$ cat src/rtl/axis_pkt_checker_pkg.sv
// Shared types and helpers for the AXI4-Stream packet checker.
// Holds the FSM/error encodings, the LFSR feedback mask and the payload pattern.
package axis_pkt_checker_pkg;

    typedef enum logic [1:0] {
        ST_IDLE  = 2'd0,
        ST_FIRST = 2'd1,
        ST_MID   = 2'd2,
        ST_HALT  = 2'd3
    } state_t;

    typedef enum logic [2:0] {
        ERR_NONE = 3'd0,
        ERR_DATA = 3'd1,
        ERR_KEEP = 3'd2,
        ERR_LEN  = 3'd3
    } err_code_t;

    // Right-shifting Galois form of x^16 + x^14 + x^13 + x^11 + 1
    localparam logic [15:0] LFSR_POLY = 16'hB400;

    // Byte 'lane' of beat 'beat' in packet 'pkt' for a bus 'width' bits wide
    function automatic logic [7:0] expected_byte(
        input logic [31:0] pkt,
        input logic [31:0] beat,
        input logic [31:0] lane,
        input logic [31:0] width
    );
        logic [31:0] sum;
        sum = pkt + beat * (width >> 3) + lane;
        return sum[7:0];
    endfunction

endpackage

$ cat src/rtl/axis_pkt_checker_lfsr.sv
// 16-bit Galois LFSR that steps only when advance is high.
// Exposes the low OUT_BITS of the state to keep the consumer interface narrow.
module axis_pkt_checker_lfsr
    import axis_pkt_checker_pkg::*;
#(
    parameter logic [15:0] SEED     = 16'hACE1,
    parameter int          OUT_BITS = 16
) (
    input  logic                clk,
    input  logic                srst,
    input  logic                advance,
    output logic [OUT_BITS-1:0] value
);

    logic [15:0] lfsr_reg;
    logic [15:0] lfsr_next;

    always_comb begin
        lfsr_next = {1'b0, lfsr_reg[15:1]} ^ (lfsr_reg[0] ? LFSR_POLY : 16'h0000);
    end

    always_ff @(posedge clk) begin
        if (srst) begin
            lfsr_reg <= SEED;
        end else if (advance) begin
            lfsr_reg <= lfsr_next;
        end
    end

    assign value = lfsr_reg[OUT_BITS-1:0];

endmodule

$ cat config.mk
export PLATFORM = sky130hd
export DESIGN_NAME = axis_pkt_checker_lfsr
export DESIGN_NICKNAME = d
export VERILOG_FILES = /design/src/rtl/axis_pkt_checker_pkg.sv /design/src/rtl/axis_pkt_checker_lfsr.sv
export SDC_FILE = /design/constraint.sdc
export NUM_CORES = 1
export LEC_CHECK = 0
export BUFFER_PORTS_ARGS = -buffer_cell sky130_fd_sc_hd__buf_2
export CELL_PAD_IN_SITES_DETAIL_PLACEMENT = 2
export CELL_PAD_IN_SITES_GLOBAL_PLACEMENT = 2
export CORE_UTILIZATION = 33
export DETAILED_ROUTE_END_ITERATION = 10
export PLACE_DENSITY = 0.82
export SLEW_MARGIN = 15
export SYNTH_ARGS = -nofsm -noshare
export SYNTH_HDL_FRONTEND = slang
export SYNTH_SLANG_ARGS = --single-unit
$ cat constraint.sdc
create_clock -name clk -period 2.7 [get_ports clk]
set_clock_uncertainty 0.1 [all_clocks]
set_input_delay 0.27 -clock clk [delete_from_list [all_inputs] [get_ports clk]]
set_output_delay 0.27 -clock clk [all_outputs]
set_load 0.1 [all_outputs]
==> results.toml <==
[power]
ir_worst_vdd_mv = 0.243
power_density_nw_per_um2 = 769
leakagePower_nw = 0.336

[logic_synthesis]
synth_ff_type = "dfxtp_1"
seq_area_frac_synth_pct = 44.1
synth_fp_nets = 72
ys_top_cells_by_area = "dfxtp_1 (44%), buf_4 (13%), mux2i_1 (9.6%), a211o_1 (7.2%), nor2_1 (4.1%)"
yosys.area.top_type = "dfxtp_1"
synthMuxAreaShare_pct = 9.64
netlist_top_cells_count = "dfxtp_1 (16), buf_4 (13), nor2_1 (8), mux2i_1 (7), a211o_1 (6)"
synth_top_family_by_area = "buffers and inverters"
synth.top_cell.area_share_pct = 44.1
netlist_instances = 69
yosys_warnings = 0
yosysMostFrequentCell = "dfxtp_1"
async_flop_share_pct = 0
synth-edff-count = 0
synth_compound_area_share_pct = 10.3
synth-seq-cells = 16
synthAdderAreaFrac_pct = 0
synth_area_um2 = 727
synth-xor-area-share_pct = 3.61
yosysUniqueCellTypes = 17
syn_area_per_cell_um2 = 10.5
synth-simple-area-share_pct = 13.3

[cells_and_area]
areaGrowthSynthToFinish_pct = 1.03
largest_reg_flops = 16
fin_cells = 100
regArea_um2 = 320
nets = 78
drive_above_1_share_pct = 35.6
n_fill_cell = 248
final_core_util_pct = 36.3
multi_input_area_um2 = 268
n_antenna_cell = 0

[floorplan]
core_area_um2 = 2020
io_pins = 19
die_w_um = 48.9
die-area_um2 = 2390
start_util_pct = 36.0
fp.dieH_um = 48.9
row_count = 16

[place]
dp.cells = 97
port_buffers = 18
gp_congestion = 0.686
hpwl_um = 840
preCtsSetupSlack_ns = 1.33

[routing]
met1_length_um = 500
ant_nets = 0
wl_met3_um = 62
route.detailed.drc = 0
routed_wl_mm = 1.16
drt_iter0_markers = 3
routed_via_density = 4.71
wl_per_cell_um = 11.6
first_pass_iters = 3
highest_layer = "met4"
dr_wl_met2_um = 567
via_count = 471

[sta]
timing.hold.ws_ns = 0.247
layout_setup_ws_ns = 1.10
maxSlewHeadroom_pct = 67.6
slew_violations = 0
finalSetupTns_ns = 0
final.period_utilization_pct = 59.1
finalSetupViolCount = 0
post-route-min-period_ns = 1.60
fmax_mhz = 627
hold_viol_final = 0
grt_setup_unrepaired = "false"
worst_pin_slew_ns = 0.489

[global_routing]
grt_pass1_vias = 455
antenna_found_initial = 0
grt_pass1_wl_mm = 2.02
grt_overflow_total = 0
grt_usage_pct = 11.5
grt_max_degree = 25

[worst_setup_path]
startpoint_type = "register"
critPathKind = "register to output port"
critPathBufInv = 1
required_ns = 2.33
cp_max_fo = 6
crit_arrival_ns = 1.23
path_cells = "buf_2"
cp_slowest_cell = "buf_2"
crit_family = "buffers and inverters"
crit_path_end_kind = "output port"
cp_slowest_stage_delay_ns = 0.48

[clock_network]
post_cts_resized = 0
cts_setup_buffers = 0
cts.path.max_buffers = 2
cts_buffers = 3
clkTransAtPathRegs_ns = 0.09
h-tree-depth = 1
clock_latency_ns = 0.28
cts_hold_buf = 0
root_buffer = "clkbuf_4"
tritoncts = "done"
clock-sinks = 16

[status]
status = "completed"

[flow_run]
maxCapViolations = 0

[worst_hold_path]
worstHoldPathType = "input port to register"
layout by cell type, fill, tap and decap left out:
master	n
mux2i_1	7
and2b_2	3
a211oi_2	1
buf_2	18
nor2b_1	2
nor2_1	8
clkbuf_4	3
a21oi_1	2
and2b_1	1
and2b_4	1
xnor2_1	3
nor3_1	2
dfxtp_1	16
a211o_1	6
kinds of logic (layout without fill, tap and decap cells):
family                 Yosys count  count (layout)
AND/OR/NAND/NOR                 17              17
AO/OA/AOI/OAI                    9               9
buffers and inverters           17              21
multiplexers                     7               7
flip-flops                      16              16
XOR/XNOR                         3               3
stage by stage:
step | instance area, um^2 | total power, mW
after floorplan | 727 | 0.449
after global placement | 712 | 0.449
after detailed placement | 712 | 0.452
after CTS | 734 | 0.575
after global routing | 734 | 0.592
final | 734 | 0.564
layer usage:
| metal | vias to the layer above | GRT usage, % |
|---|---|---|
| met4 | 0 | 8.82 |
| li1 | 226 | - |
| met2 | 13 | 19.0 |
| met3 | 4 | 4.05 |
| met5 | - | 0 |
| met1 | 228 | 12.0 |
area by class of cell:
cell class | instances | share of cell area, %
timing repair buffer | 18 | 12.3
tap | 27 | 4.60
clock buffer | 3 | 3.07
multi-input combinational | 36 | 36.5
sequential | 16 | 43.6
power by group:
part | switching [mW] | leakage, nW | internal [mW] | total (mW)
registers | 0.0136 | 0.133 | 0.253 | 0.266
clock network | 0.0688 | 0.0138 | 0.0517 | 0.121
logic | 0.144 | 0.190 | 0.0338 | 0.178
path summary, 6_finish.rpt:
check,startpoint,to,slack (ns),cells past startpoint
max reg2reg,value[0]$_SDFFE_PP1P_,value[0]$_SDFFE_PP1P_,1.68,2
min,srst,value[8]$_SDFFE_PP0P_,0.25,2
max,value[0]$_SDFFE_PP1P_,value[0],1.10,1
min reg2reg,value[6]$_SDFFE_PP1P_,value[5]$_SDFFE_PP1P_,0.40,1
(Power assumes the default switching activity.)
